`config.mk`:
```
export PLATFORM = sky130hd
export DESIGN_NAME = fir_mm_slave
export DESIGN_NICKNAME = d
export VERILOG_FILES = /design/src/rtl/fir_pkg.sv /design/src/rtl/fir_mac_engine.sv /design/src/rtl/fir_mm_slave.sv
export SDC_FILE = /design/constraint.sdc
export NUM_CORES = 2
export LEC_CHECK = 0
export CORE_ASPECT_RATIO = 0.9
export CORE_UTILIZATION = 35
export CTS_BUF_LIST = sky130_fd_sc_hd__clkbuf_16
export DETAILED_ROUTE_END_ITERATION = 7
export HOLD_SLACK_MARGIN = 0.03
export PLACE_DENSITY = 0.52
export SLEW_MARGIN = 10
export SYNTH_ARGS = -nofsm -noshare
export SYNTH_HDL_FRONTEND = slang
export SYNTH_SLANG_ARGS = --single-unit
```
`constraint.sdc`:
```
create_clock -name clk -period 11 [get_ports clk]
set_input_delay 1.1 -clock clk [delete_from_list [all_inputs] [get_ports clk]]
set_output_delay 1.1 -clock clk [all_outputs]
set_load 0.05 [all_outputs]
```
`src/rtl/fir_pkg.sv`:
```
// fir_pkg: register map, CTRL/STATUS bit positions, MAC FSM encoding and the accumulator width helper.
package fir_pkg;
  localparam logic [2:0] ADDR_CTRL      = 3'd0;
  localparam logic [2:0] ADDR_STATUS    = 3'd1;
  localparam logic [2:0] ADDR_COEF_IDX  = 3'd2;
  localparam logic [2:0] ADDR_COEF_DATA = 3'd3;
  localparam logic [2:0] ADDR_X_IN      = 3'd4;
  localparam logic [2:0] ADDR_Y_OUT     = 3'd5;
  localparam logic [2:0] ADDR_ID        = 3'd6;
  localparam int CTRL_EN     = 0;
  localparam int CTRL_CLR    = 1;
  localparam int CTRL_IRQ_EN = 2;
  localparam int ST_BUSY = 0;
  localparam int ST_DONE = 1;
  localparam int ST_SAT  = 2;
  localparam int ST_DROP = 3;
  typedef enum logic [1:0] {S_IDLE = 2'd0, S_MAC = 2'd1, S_OUT = 2'd2} state_t;
  // Full-precision products plus enough guard bits to sum TAPS of them without overflow.
  function automatic int acc_width(input int dw, input int taps);
    return 2 * dw + $clog2(taps);
  endfunction
endpackage

```
`src/rtl/fir_mac_engine.sv`:
```
// fir_mac_engine: one-multiplier MAC walking TAPS taps, then shifts and saturates into a DATA_WIDTH result.
module fir_mac_engine import fir_pkg::*; #(
  parameter int DATA_WIDTH = 32,
  parameter int TAPS = 16,
  parameter int SHIFT = 0,
  localparam int ACC_WIDTH = acc_width(DATA_WIDTH, TAPS),
  localparam int IW = $clog2(TAPS)
) (
  input  logic                         clk,
  input  logic                         reset,
  input  logic                         i_start,
  input  logic signed [DATA_WIDTH-1:0] i_coef,
  input  logic signed [DATA_WIDTH-1:0] i_x,
  output logic [IW-1:0]                o_k,
  output logic [DATA_WIDTH-1:0]        o_y,
  output logic                         o_y_valid,
  output logic                         o_sat,
  output logic                         o_busy
);
  state_t r_state, w_next;
  logic [IW-1:0] r_k;
  logic signed [ACC_WIDTH-1:0] r_acc, w_sh;
  logic signed [2*DATA_WIDTH-1:0] w_prod;
  logic w_idle, w_mac, w_out, w_pos_ovf, w_neg_ovf;

  always_ff @(posedge clk) r_state <= reset ? S_IDLE : w_next;

  always_comb
    w_next = r_state == S_IDLE ? (i_start ? S_MAC : S_IDLE) :
             r_state == S_MAC  ? (r_k == IW'(TAPS - 1) ? S_OUT : S_MAC) : S_IDLE;

  always_comb begin
    w_idle = r_state == S_IDLE;
    w_mac  = r_state == S_MAC;
    w_out  = r_state == S_OUT;
    o_busy = !w_idle;
    o_k    = r_k;
  end

  assign w_prod = i_coef * i_x;
  assign w_sh = r_acc >>> SHIFT;
  // Result fits only when every bit above the DATA_WIDTH sign bit matches the accumulator sign.
  assign w_pos_ovf = !w_sh[ACC_WIDTH-1] && (|w_sh[ACC_WIDTH-2:DATA_WIDTH-1]);
  assign w_neg_ovf = w_sh[ACC_WIDTH-1] && !(&w_sh[ACC_WIDTH-2:DATA_WIDTH-1]);

  always_ff @(posedge clk)
    if (reset) begin
      r_k       <= '0;
      r_acc     <= '0;
      o_y       <= '0;
      o_y_valid <= 1'b0;
      o_sat     <= 1'b0;
    end else begin
      o_y_valid <= w_out;
      if (w_idle && i_start) begin
        r_k   <= '0;
        r_acc <= '0;
      end else if (w_mac) begin
        r_acc <= r_acc + ACC_WIDTH'(w_prod);
        r_k   <= r_k + IW'(1);
      end
      if (w_out) begin
        o_y   <= w_pos_ovf ? {1'b0, {(DATA_WIDTH-1){1'b1}}} :
                 w_neg_ovf ? {1'b1, {(DATA_WIDTH-1){1'b0}}} : w_sh[DATA_WIDTH-1:0];
        o_sat <= w_pos_ovf | w_neg_ovf;
      end
    end
endmodule

```
`src/rtl/fir_mm_slave.sv`:
```
// fir_mm_slave: memory-mapped FIR slave; register file, coefficient bank and delay line around the MAC engine.
module fir_mm_slave import fir_pkg::*; #(
  parameter int DATA_WIDTH = 32,
  parameter int TAPS = 16,
  parameter int SHIFT = 0
) (
  input  logic                  clk,
  input  logic                  reset,
  input  logic                  cs,
  input  logic                  write,
  input  logic                  read,
  input  logic [2:0]            addr,
  input  logic [DATA_WIDTH-1:0] write_data,
  output logic [DATA_WIDTH-1:0] read_data,
  output logic                  irq
);
  localparam int IW = $clog2(TAPS);
  logic [DATA_WIDTH-1:0] r_coef [TAPS];
  logic [DATA_WIDTH-1:0] r_x [TAPS];
  logic [DATA_WIDTH-1:0] r_y, w_y, w_rdata, w_ctrl, w_status, w_coef, w_x;
  logic [IW-1:0] r_idx, w_k;
  logic r_en, r_irq_en, r_busy, r_done, r_sat, r_drop;
  logic w_wr, w_rd, w_busy, w_push, w_start, w_coef_wr, w_clr, w_drop, w_w1c, w_y_rd, w_y_valid, w_sat;

  always_comb begin
    w_wr      = cs & write;
    w_rd      = cs & read;
    w_push    = w_wr && addr == ADDR_X_IN && r_en;
    w_start   = w_push && !w_busy;
    w_coef_wr = w_wr && addr == ADDR_COEF_DATA;
    w_clr     = w_wr && addr == ADDR_CTRL && write_data[CTRL_CLR];
    w_drop    = w_busy && (w_push || w_coef_wr || w_clr);
    w_w1c     = w_wr && addr == ADDR_STATUS;
    w_y_rd    = w_rd && addr == ADDR_Y_OUT;
    w_coef    = r_coef[w_k];
    w_x       = r_x[w_k];
  end

  fir_mac_engine #(.DATA_WIDTH(DATA_WIDTH), .TAPS(TAPS), .SHIFT(SHIFT)) u_mac (
    .clk       (clk),
    .reset     (reset),
    .i_start   (w_start),
    .i_coef    (w_coef),
    .i_x       (w_x),
    .o_k       (w_k),
    .o_y       (w_y),
    .o_y_valid (w_y_valid),
    .o_sat     (w_sat),
    .o_busy    (w_busy)
  );

  // Storage is frozen while the engine walks it; index writes stay legal at any time.
  always_ff @(posedge clk)
    if (reset) begin
      for (int i = 0; i < TAPS; i++) begin
        r_coef[i] <= '0;
        r_x[i]    <= '0;
      end
      r_idx <= '0;
    end else begin
      if (w_coef_wr && !w_busy) begin
        r_coef[r_idx] <= write_data;
        r_idx         <= r_idx == IW'(TAPS - 1) ? '0 : r_idx + IW'(1);
      end else if (w_wr && addr == ADDR_COEF_IDX) r_idx <= IW'(write_data % TAPS);
      if (w_start) begin
        r_x[0] <= write_data;
        for (int i = 1; i < TAPS; i++) r_x[i] <= r_x[i-1];
      end else if (w_clr && !w_busy) for (int i = 0; i < TAPS; i++) r_x[i] <= '0;
    end

  // Flag sets take priority over same-cycle W1C or Y_OUT read clears.
  always_ff @(posedge clk)
    if (reset) begin
      r_en      <= 1'b0;
      r_irq_en  <= 1'b0;
      r_busy    <= 1'b0;
      r_done    <= 1'b0;
      r_sat     <= 1'b0;
      r_drop    <= 1'b0;
      r_y       <= '0;
      read_data <= '0;
    end else begin
      if (w_wr && addr == ADDR_CTRL) begin
        r_en     <= write_data[CTRL_EN];
        r_irq_en <= write_data[CTRL_IRQ_EN];
      end
      r_busy <= w_busy;
      r_done <= w_y_valid | (r_done & !(w_w1c & write_data[ST_DONE]) & !w_y_rd);
      r_sat  <= (w_y_valid & w_sat) | (r_sat & !(w_w1c & write_data[ST_SAT]));
      r_drop <= w_drop | (r_drop & !(w_w1c & write_data[ST_DROP]));
      if (w_y_valid) r_y <= w_y;
      if (w_rd) read_data <= w_rdata;
    end

  always_comb begin
    w_ctrl = '0;
    w_ctrl[CTRL_EN] = r_en;
    w_ctrl[CTRL_IRQ_EN] = r_irq_en;
    w_status = '0;
    w_status[ST_BUSY] = r_busy;
    w_status[ST_DONE] = r_done;
    w_status[ST_SAT] = r_sat;
    w_status[ST_DROP] = r_drop;
    w_rdata = addr == ADDR_CTRL      ? w_ctrl :
              addr == ADDR_STATUS    ? w_status :
              addr == ADDR_COEF_IDX  ? DATA_WIDTH'(r_idx) :
              addr == ADDR_COEF_DATA ? r_coef[r_idx] :
              addr == ADDR_Y_OUT     ? r_y :
              addr == ADDR_ID        ? DATA_WIDTH'(TAPS) : '0;
  end

  assign irq = r_done & r_irq_en;
endmodule

```
**Word level (Yosys, flattened, before mapping)**

Memories as Yosys holds them, arrays and structs flattened. A register that Yosys moved wholly into a read port is not among the register bits.
Index checks and enable logic that the tools add are counted.

- Bits in registers: 182
- Memory bits (writable): 1024
- Bits of input ports: 40
- Output and inout port bits: 33
- Logic and storage cells: 177
- Memories kept: 2

- $add $sub $neg: 3
- Multipliers: 1
- Equal/unequal tests: 10
- Mux-type cells: 68
- Bitwise operators: 47
- Reduce and logical (&&, ||, !) cells: 31

Memories:

| name | words | bits a word | read ports | clocked after memory_dff | wr ports | line | source |
|---|---|---|---|---|---|---|---|
| r_coef | 16 | 32 | 2 | 2 | 16 | fir_mm_slave.sv:18 | `logic [DATA_WIDTH-1:0] r_coef [TAPS];` |
| r_x | 16 | 32 | 16 | 1 | 16 | fir_mm_slave.sv:19 | `logic [DATA_WIDTH-1:0] r_x [TAPS];` |

Operators with widths:

| operator | number |
|---|---|
| 2-to-1 mux 32 bit | 40 |
| adder 68 x 64 -> 68 bit | 1 |
| multiplier 32 x 32 -> 64 bit | 1 |
| 2-to-1 mux 4 bit | 10 |
| bitwise OR 1 bit | 36 |
| AND reduction 36 bit | 1 |
| OR reduction 36 bit | 1 |
| OR reduction 32 bit | 1 |
| logical AND 1 bit | 15 |
| 2-to-1 mux 1 bit | 14 |
| AND 1 bit | 11 |
| equality test 3 bit, second input constant | 3 |
| adder 4 x 1 -> 4 bit, second input constant | 2 |
| equality test 4 bit, second input constant | 2 |
| logical NOT 1 bit | 7 |
| equality test 3 x 2 -> 1 bit, second input constant | 2 |
| 2-to-1 mux 2 bit | 3 |
| 2-to-1 mux 5 bit | 1 |
| equality test 3 x 1 -> 1 bit, second input constant | 1 |
| logical NOT 3 bit | 1 |
| equality test 2 x 1 -> 1 bit, second input constant | 1 |
| equality test 2 bit, second input constant | 1 |
| logical NOT 2 bit | 1 |
| logical OR 1 bit | 2 |
| other kinds (2) | 2 |

**Logic depth before layout (Yosys ltp)**

- Word-level depth: 9
- Depth in mapped cells: 38
- Depth with buffers taken out: 32

**Cells and area by module**

A second synthesis with hierarchy kept.

- Cells, all modules: 8804
- Area total of the unflattened synthesis: 97883.9 µm²

By module, submodules not included:

| module | instances | cells an instance | area each (µm²) | seq. area each (µm²) |
|---|---|---|---|---|
| fir_mm_slave | 1 | 3868 | 52422.8 | 29748.5 |
| fir_mac_engine | 1 | 4936 | 45461.1 | 2162.1 |

**Least setup slack after synthesis**

Ideal clock, no wire load.

- Kind: reg2reg
- Start: register (tool-made name)
- End: register u_mac.r_acc[64]
- Library setup time: 0.062 ns
- Arrival time: 10.607 ns
- Required time: 10.938 ns
- Slack: 0.331 ns
- Cell stages (with the launch flop): 33
- Buffers on the path: 5
- Period minus slack after synthesis: 10.669 ns
- Path through: dfxtp_1 > clkbuf_1 > buf_1 > buf_2 > mux4_2 > mux4_2 > clkbuf_1 > nand2_1 > inv_1 > fa_1 > inv_1 > fa_1 > inv_1 > fa_1 > inv_1 > fa_1 > inv_1 > fa_1 > fa_1 > fa_1 > inv_1 > fa_1 > inv_1 > ha_1 > buf_2 > nand2_1 > nor4_1 > o211a_4 > o31ai_2 > or4_4 > a211o_1 > a2111o_1 > nand3_1

RTL lines:

| element | line | source |
|---|---|---|
| end signal: assignment | fir_mac_engine.sv:59 | `r_acc <= r_acc + ACC_WIDTH'(w_prod);` |
| end: declaration | fir_mac_engine.sv:22 | `logic signed [ACC_WIDTH-1:0] r_acc, w_sh;` |

==> results.py <==
metrics = {
    "status": {
        "status": "completed",
    },
    "yosys": {
        "netlist_area_mm2": 0.09689,
        "syn_inst": 8837,
        "avgSynthCellArea_um2": 10.96,
        "synth_edf_count": 768,
        "ys_ff_latch": 1214,
        "yosysUniqueCellTypes": 72,
        "synth_compound_area_share_pct": 4.756,
        "synthXorXnorAreaFrac_pct": 0.5424,
        "synth_nets": 10360,
        "synthAdderAreaFrac_pct": 28.85,
        "ys.flop_type": "edfxtp_1",
        "yosys.area_share.simple_pct": 13.56,
        "async_flop_share_pct": 0,
        "seq_area_frac_synth_pct": 33.02,
        "synth_top_area_share_pct": 25.87,
        "synth_top_family_by_area": "adder cells",
        "yosysWarnings": 0,
        "synthMuxAreaShare_pct": 11.60,
        "synth_area_leaders": "fa_1, edfxtp_1, mux4_2, dfxtp_1, and2_1",
        "synth_largest_area_cell": "fa_1",
    },
    "detailed_routing": {
        "wl_met2_um": 144100,
        "drt-wirelength-per-cell_um": 25.73,
        "ant_nets": 0,
        "drtPass1Iterations": 6,
        "dr_wl_met3_um": 29070,
        "route.vias.total": 66370,
        "drt_drc_violations_left": 0,
        "top_layer_used": "met5",
        "wl_met1_um": 137200,
        "drt_iter0_markers": 6758,
        "drt-vias-per-instance": 5.302,
        "wl_um": 322100,
    },
    "power": {
        "ir_worst_vdd_v": 0.0005752,
        "power.internal_uw": 15230,
        "pwr_density_cell_mw_per_mm2": 282.3,
        "power_uw": 30170,
        "leakage_uw": 0.04320,
        "p_seq_share_pct": 16.6,
        "p_switching_uw": 14940,
        "clkPwrFrac_pct": 15.8,
        "power_frac_comb_pct": 67.7,
        "switching_share_pct": 49.51,
    },
    "cts": {
        "cts_sinks": 1214,
        "cts_tree": "done",
        "path_clk_slew_ps": 60,
        "root_buffer": "clkbuf_16",
        "h-tree-depth": 4,
        "cts_buffers": 142,
        "insertion_delay_ps": 820,
        "clk_path_buf_depth": 3,
    },
    "sta": {
        "fin_hold_ws_ps": 452.4,
        "period_share_pct": 95.83,
        "fin_ws_ps": 458.6,
        "timing.fmax_mhz": 94.86,
        "hold_viol": 0,
        "rsz0062_at_grt": "no",
        "finalMaxSlewViolations": 0,
        "period_needed_ps": 10540,
        "tightest_slew_ps": 1315,
        "relSlewSlack_pct": 12.34,
        "setup_tns_ps": 0,
        "finalSetupViolations": 0,
        "fin_worst_skew_ps": 50.76,
    },
    "finish": {
        "layout.cells.non_filler": 12520,
        "layout-drive-gt1-share_pct": 11.49,
        "nNetsFinal": 10230,
        "synthToLayoutAreaGrowth_pct": 10.32,
    },
    "global_routing": {
        "antenna_found_initial": 39,
        "grt-ovfl-total": 0,
        "grt_max_degree": 215,
        "grt_use_total_pct": 23.46,
        "grt_pass1_wl_um": 478400,
        "grt_pass1_vias": 69340,
    },
    "worst_hold_path": {
        "hold_path_class": "flop to flop",
    },
    "placed_design": {
        "place_ws_ps": 480.9,
        "port_buffers": 72,
        "hpwl_um": 231900,
        "place.gp.congestion": 0.9388,
        "dp_cells": 12240,
    },
    "setup_path": {
        "critPathMaxFanout": 17,
        "worstPathArrival_ps": 11190,
        "start_kind": "flop",
        "crit_path_end_kind": "flop",
        "crit_type": "flop to flop",
        "slowest_stage": "mux4_2",
        "path_buf_inv": 10,
        "cpPeakStageDelay_ps": 790,
        "critPathTopFamily": "adder cells",
        "cpMostUsedCell": "fa_1",
        "cp.required_ps": 11650,
    },
    "floorplanning": {
        "io_pins": 73,
        "dieArea_mm2": 0.2789,
        "fp.dieW_um": 556.6,
        "coreArea_mm2": 0.2742,
        "start_util_pct": 35.34,
        "fp.dieH_um": 501.1,
        "num_rows": 182,
    },
    "job": {
        "cap_violations": 0,
    },
}
==> worst paths after layout <==
check | from | end | slack, ps | cells past startpoint
setup / recovery | flop | u_mac.r_acc[67]$_SDFFE_PP0P_ | 460 | 32
hold / removal | r_x[14][8]$_SDFFE_PP0P_ | r_x[15][8]$_SDFFE_PP0P_ | 450 | 2
setup reg to reg | flop | u_mac.r_acc[67]$_SDFFE_PP0P_ | 460 | 32
hold reg to reg | r_x[14][8]$_SDFFE_PP0P_ | r_x[15][8]$_SDFFE_PP0P_ | 450 | 2
==> synth_stat cells (11+ instances only) <==
cell      number
a22oi_1       31
a21oi_1      416
mux2i_1       73
mux4_2       451
a21o_1        37
nand4_1       37
dfxtp_1      446
mux2_2        29
nor2b_1       23
or2_2         19
o21bai_1      16
buf_1         49
nand3_1       36
nand2_1     1212
xor2_1        15
or3_1         11
clkbuf_1     488
xnor2_1       45
nand2b_1      19
o21ai_1       30
nor2_1       497
o211ai_1      39
and2_1       872
o21ai_0       58
fa_1        1252
a211oi_1      16
ha_1         231
nor3_1        37
nor4_1        14
a22o_1        40
o21a_1        25
buf_2         47
inv_1       1375
edfxtp_1     768
==> worst min-delay path: stages, from the launching register on <==
cell	delay, ps
dfxtp_1	320
nand2_1	50
a21oi_1	50
==> sequential cells by signal, summed over array words and instances (netlist names), named ones only <==
name / count
u_mac.o_y_valid: 1
u_mac.o_k: 4
u_mac.r_state: 2
u_mac.r_acc: 68
r_coef: 512
r_x: 512
r_y: 32
r_done: 1
r_sat: 1
u_mac.o_y: 32
r_en: 1
r_busy: 1
r_idx: 4
u_mac.o_sat: 1
r_irq_en: 1
r_drop: 1
read_data: 32
==> power groups by stage <==
| stage | combinational (uW) | clock, uW | sequential (uW) |
|---|---|---|---|
| after floorplan | 14000 | 0 | 5070 |
| after global placement | 20200 | 0 | 5080 |
| after detailed placement | 20000 | 0 | 5090 |
| after CTS | 20200 | 4860 | 4990 |
| after global routing | 22700 | 5020 | 5000 |
| final | 20400 | 4770 | 4990 |
==> metal layers <==
layer,GRT usage [%],up-vias
met5,0,-
met4,7.795,40
met3,5.686,509
met2,36.06,2792
met1,32.39,34800
li1,-,28230
==> placed cells by master, fill, tap and decap left out, types with 17 or more instances in the layout <==
cell / synthesis / final
o21ai_0: 58 / 46
buf_4: 0 / 219
clkdlybuf4s50_1: 0 / 71
nand3_1: 36 / 36
nand2b_1: 19 / 17
xnor2_1: 45 / 45
mux2i_1: 73 / 73
clkinv_2: 0 / 29
ha_1: 231 / 231
clkbuf_16: 0 / 147
mux2_2: 29 / 29
a21o_1: 37 / 37
a21oi_1: 416 / 416
o211ai_1: 39 / 39
o21a_1: 25 / 23
mux4_2: 451 / 451
dfxtp_1: 446 / 437
fa_1: 1252 / 1252
diode_2: 0 / 17
o21ai_1: 30 / 27
a22oi_1: 31 / 31
nand2_1: 1212 / 1211
nor2_1: 497 / 480
edfxtp_1: 768 / 768
and2_1: 872 / 872
nor3_1: 37 / 36
nor2b_1: 23 / 21
clkinv_1: 4 / 31
inv_1: 1375 / 1401
nand4_1: 37 / 37
a22o_1: 40 / 40
==> cells by family after synthesis <==
| kind of cell | Yosys count |
|---|---|
| multiplexers | 555 |
| flip-flops | 1214 |
| buffers and inverters | 1965 |
| AND/OR/NAND/NOR | 2795 |
| adder cells (fa/ha/maj) | 1483 |
| AO/OA/AOI/OAI | 765 |
| XOR/XNOR | 60 |
==> stage by stage <==
stage,util [%],area (um2)
floorplan,-,96890
global placement,37.26,102200
detailed placement,37.27,102200
CTS,38.97,106800
global route,38.98,106900
finish,38.99,106900
==> area by class of cell <==
cell class / count / area [um2]
tap: 3680 / 4604
clock inverter: 116 / 973.4
inverter: 1380 / 5192
fill: 26680 / 167300
clock buffer: 147 / 3679
antenna: 17 / 42.54
multi-input combinational: 5658 / 57690
timing repair buffer: 307 / 2690
sequential: 1214 / 32020
==> what timing repair did <==
item | CTS | global route
setup buffers | 0 | 0
gates resized for setup | 0 | 3
setup endpoints to repair | 0 | 2
hold buffers | 0 | 0
No activity file was read; power rests on OpenSTA's default activity.
